--- src/rtl/piso_bit_serializer.sv ---
// Parallel-in/serial-out serializer with a 2-word buffer (hold + shift register).
// Words arrive on a valid/ready handshake. The bits leave one per clock on op/op_valid.
module piso_bit_serializer #(
  parameter int unsigned WIDTH     = 8,
  parameter bit          MSB_FIRST = 1'b1,
  parameter bit          IDLE_BIT  = 1'b0
) (
  input  logic             clk,
  input  logic             reset,
  input  logic [WIDTH-1:0] in_data,
  input  logic             in_valid,
  output logic             in_ready,
  output logic             op,
  output logic             op_valid,
  output logic             word_start,
  output logic             word_done
);

  localparam int unsigned     CntW    = (WIDTH > 1) ? $clog2(WIDTH) : 1;
  localparam logic [CntW-1:0] LastCnt = CntW'(WIDTH - 1);

  typedef enum logic [0:0] {StIdle, StShift} state_e;

  state_e            state_q, state_d;
  logic [WIDTH-1:0]  sreg_q, sreg_d;
  logic [WIDTH-1:0]  hold_q, hold_d;
  logic              hold_full_q, hold_full_d;
  logic [CntW-1:0]   cnt_q, cnt_d;

  logic              accept;
  logic              free;
  logic [WIDTH-1:0]  sreg_shifted;
  logic              out_bit;

  // Ready depends only on a register and reset, so no path from in_valid exists.
  assign in_ready = ~hold_full_q & ~reset;
  assign accept   = in_valid & in_ready;
  // The shift register can take a new word now: it is idle or is on its last bit.
  assign free     = (state_q == StIdle) | (cnt_q == LastCnt);

  assign sreg_shifted = MSB_FIRST ? (sreg_q << 1) : (sreg_q >> 1);
  assign out_bit      = MSB_FIRST ? sreg_q[WIDTH-1] : sreg_q[0];

  // Next-state: reload from hold or bypass when free, otherwise shift and fill hold.
  always_comb begin
    state_d     = state_q;
    sreg_d      = sreg_q;
    hold_d      = hold_q;
    hold_full_d = hold_full_q;
    cnt_d       = cnt_q;
    if (free) begin
      if (hold_full_q) begin
        sreg_d      = hold_q;
        hold_full_d = 1'b0;
        state_d     = StShift;
        cnt_d       = '0;
      end else if (accept) begin
        sreg_d  = in_data;
        state_d = StShift;
        cnt_d   = '0;
      end else begin
        state_d = StIdle;
      end
    end else begin
      sreg_d = sreg_shifted;
      cnt_d  = cnt_q + CntW'(1);
      if (accept) begin
        hold_d      = in_data;
        hold_full_d = 1'b1;
      end
    end
  end

  // State register with synchronous reset; any partial or held word is discarded.
  always_ff @(posedge clk) begin
    if (reset) begin
      state_q     <= StIdle;
      sreg_q      <= '0;
      hold_q      <= '0;
      hold_full_q <= 1'b0;
      cnt_q       <= '0;
    end else begin
      state_q     <= state_d;
      sreg_q      <= sreg_d;
      hold_q      <= hold_d;
      hold_full_q <= hold_full_d;
      cnt_q       <= cnt_d;
    end
  end

  // Serial outputs decode directly from registered state.
  always_comb begin
    op_valid   = (state_q == StShift);
    op         = op_valid ? out_bit : IDLE_BIT;
    word_start = op_valid & (cnt_q == '0);
    word_done  = op_valid & (cnt_q == LastCnt);
  end

endmodule
--- config.mk ---
export PLATFORM = sky130hd
export DESIGN_NAME = piso_bit_serializer
export DESIGN_NICKNAME = d
export VERILOG_FILES = /design/src/rtl/piso_bit_serializer.sv
export SDC_FILE = /design/constraint.sdc
export NUM_CORES = 1
export LEC_CHECK = 0
export ABC_CLOCK_PERIOD_IN_PS = 3100
export BUFFER_PORTS_ARGS = -buffer_cell sky130_fd_sc_hd__buf_4
export CAP_MARGIN = 20
export CELL_PAD_IN_SITES_DETAIL_PLACEMENT = 1
export CELL_PAD_IN_SITES_GLOBAL_PLACEMENT = 2
export CORE_ASPECT_RATIO = 1.4
export CORE_MARGIN = 2
export CORE_UTILIZATION = 38
export CTS_CLUSTER_SIZE = 12
export DETAILED_ROUTE_END_ITERATION = 8
export PLACE_DENSITY = 0.78
export SLEW_MARGIN = 0
export SYNTH_ARGS = -nofsm -noshare
export SYNTH_HDL_FRONTEND = slang
export SYNTH_SLANG_ARGS = --single-unit
--- constraint.sdc ---
create_clock -name clk -period 3.1 [get_ports clk]
set_input_delay 0.62 -clock clk [delete_from_list [all_inputs] [get_ports clk]]
set_output_delay 0.62 -clock clk [all_outputs]
set_load 0.01 [all_outputs]
==> summary.txt <==
Floorplan
  – Die X: 51.89 microns
  – Die Ht: 71.04 microns
  – Die Footprint: 3686 sq um
  – Row Count: 24
  – Initial core utilization: 39.44%
  – IO Pins: 16
  – Core footprint: 3093 sq um

Yosys
  – Post-synth ARST share: 0%
  – Mean Syn Cell Area: 9.999 sq um
  – Synth cell count leaders: 21 x dfxtp_1, 18 x nand3_1, 9 x nand2_1, 8 x o211ai_1
  – Most common cell in the synthesized netlist: dfxtp_1
  – Syn nets: 136
  – Most used flip-flop cell after synthesis: dfxtp_1
  – Largest area contributor in the netlist: dfxtp_1
  – Post-synth EDFFs: 0
  – Seq/Total Area, Yosys: 34.46%
  – Yosys warning count: 0
  – Flops & latches, synth: 21
  – Post-synthesis cell area: 1220 sq um
  – Synthesized instance count: 122
  – Top-area cell type share of the netlist area: 34.46%
  – Synth top area cells: dfxtp_1 34%, o41ai_2 9.3%, nand3_1 7.4%
  – Synth cell types: 29

Route
  – Routed vias: 925
  – First-pass DRT Iterations: 4
  – Drt total wl: 2.661 mm
  – Routed vias/inst: 5.441
  – Routed WL per cell: 15.65 microns
  – Remaining DRCs: 0
  – Number of DRC markers in iteration 0: 20
  – Post-DRT Antenna Nets: 0

Timing
  – Fin. max-slew vios: 0
  – Slew @ Worst Pin: 1.022 ns
  – Post-route worst setup slack: 0.9147 ns
  – Setup tns final: 0 ns
  – Final worst path period share: 70.49%
  – Final setup skew: 0.004008 ns
  – Slew HR: 31.79%
  – RSZ-0062 raised after global routing: false
  – Final Hold Fails: 0
  – Post-layout minimum cycle time: 2.185 ns
  – F_max: 457.6 MHz
  – Setup-failing EPs final: 0

Run
  – Max cap viols: 0

Clock tree
  – Post-CTS setup buffer count: 0
  – CTS sink cnt: 21
  – H-tree levels: 1
  – TritonCTS Buffers: 3
  – Hold Buf Count CTS: 0
  – CTS tree: done
  – Clk slew on worst S/H paths: 0.08 ns
  – Root Driver: clkbuf_8
  – Clk_lat worst skew: 0.26 ns
  – Post-CTS sizing: 0
  – Clock tree buffer depth: 2

Setup path
  – Worst path max stage delay: 1.00 ns
  – Critical Path AT: 1.57 ns
  – Critical path's slowest cell: dfxtp_1
  – Critical path data required time: 2.48 ns
  – Crit path launch type: register
  – Worst Setup Path Type: register to primary output
  – CP Capture Type: primary output
  – Crit-path max FO: 26
  – Cell-by-cell trace of the critical path: nor2_1 -> buf_4

GRT
  – Total GRT Usage: 16.75%
  – Pin count of the biggest net entering global routing: 27
  – Global-route wire length before repair: 4.726 mm
  – Initial antenna violation count: 0
  – Total congestion overflow: 0
  – Number of global-route vias before repair: 964

Worst hold path
  – Hold Crit Class: register to register

Power
  – Pwr dens: 430.3 nW/um^2
  – Leakage: 0.0005810 uW
  – Worst IR drop on VDD: 216.9 uV
  – Overall Power: 576.6 uW

Cells and area
  – Layout cells sized above 1: 35.88%
  – P&R area growth vs syn: 9.847%
  – Post-layout net count: 146
  – Fill cell count: 367
  – Reg area: 420.4 sq um
  – Final Util: 43.33%
  – ANT cells: 0
  – Area of the multi-input gates: 698.2 sq um

Placed design
  – GPL Wtd Cong: 0.6796
  – Post-placement setup slack: 1.131 ns
  – IO buf count: 15
  – Final HPWL DP: 1.783 mm

Outcome
  – Status: complete, no violations
power by group:
part | leakage, uW | switching [uW] | internal (uW)
Combinational | 0.000387 | 52.9 | 43.0
Clock | 0.0000228 | 89.6 | 91.4
Sequential | 0.000172 | 14.9 | 285
registers in the layout, indices dropped and copies added, names as in the netlist:
signal       flops
cnt_q            3
hold_full_q      1
hold_q           8
sreg_q           8
op_valid         1
cells in the final DEF (no fill, tap or decap), types with 3 or more instances in the layout:
master	instances
ha_1	3
a21oi_2	3
clkbuf_8	3
dfxtp_1	21
nor2b_1	7
o41ai_2	7
and3b_1	3
a211oi_2	7
and3b_2	4
nand3_1	18
nand2_1	9
nor2_1	3
buf_4	15
o211ai_1	8
inv_1	4
critical path, delay by kind of cell (launching register included):
kind | cells | cell delay [ns]
DFF | 1 | 1.00
buffers and inverters | 1 | 0.19
and+or+nand+nor | 1 | 0.12
metal layers:
metal  GRT usage [%]  wire length, microns
met5               0                     0
met4           4.386                    25
met3           2.532                    66
met2           27.29                  1354
met1           22.79                  1215
area by class of cell:
cell class	count	area share, %
Timing Repair Buffer	15	8.403
Clock buffer	4	3.361
Tap cell	39	3.641
Multi-Input combinational cell	87	52.10
Inverter	4	1.120
Sequential cell	21	31.37
metrics by stage:
step | hold WS, ns | area, sq um | std cells
finish | 0.4778 | 1340 | 170
global route | 0.5082 | 1340 | 170
CTS | 0.4856 | 1340 | 170
detailed placement | 0.4719 | 1295 | 166
global placement | 0.4668 | 1295 | 166
floorplan | 0.4507 | 1220 | 122
final timing paths:
path / start / to / slack, ns / cells past startpoint
max reg2reg: cnt_q[0] / sreg_q[3] / 1.16 / 5
min: hold_q[4] / hold_q[4] / 0.48 / 2
max: hold_full_q / in_ready / 0.91 / 2
min reg2reg: hold_q[4] / hold_q[4] / 0.48 / 2
cell families (layout without fill, tap and decap cells):
logic type / Yosys count / count (layout) / synth area share, %
simple gates: 55 / 55 / 28.31
compound gates: 28 / 28 / 25.03
flops: 21 / 21 / 34.46
fa+ha+maj: 3 / 3 / 3.077
mux: 1 / 1 / 0.8205
buf+inv: 14 / 23 / 8.307
(Power assumes the default switching activity.)
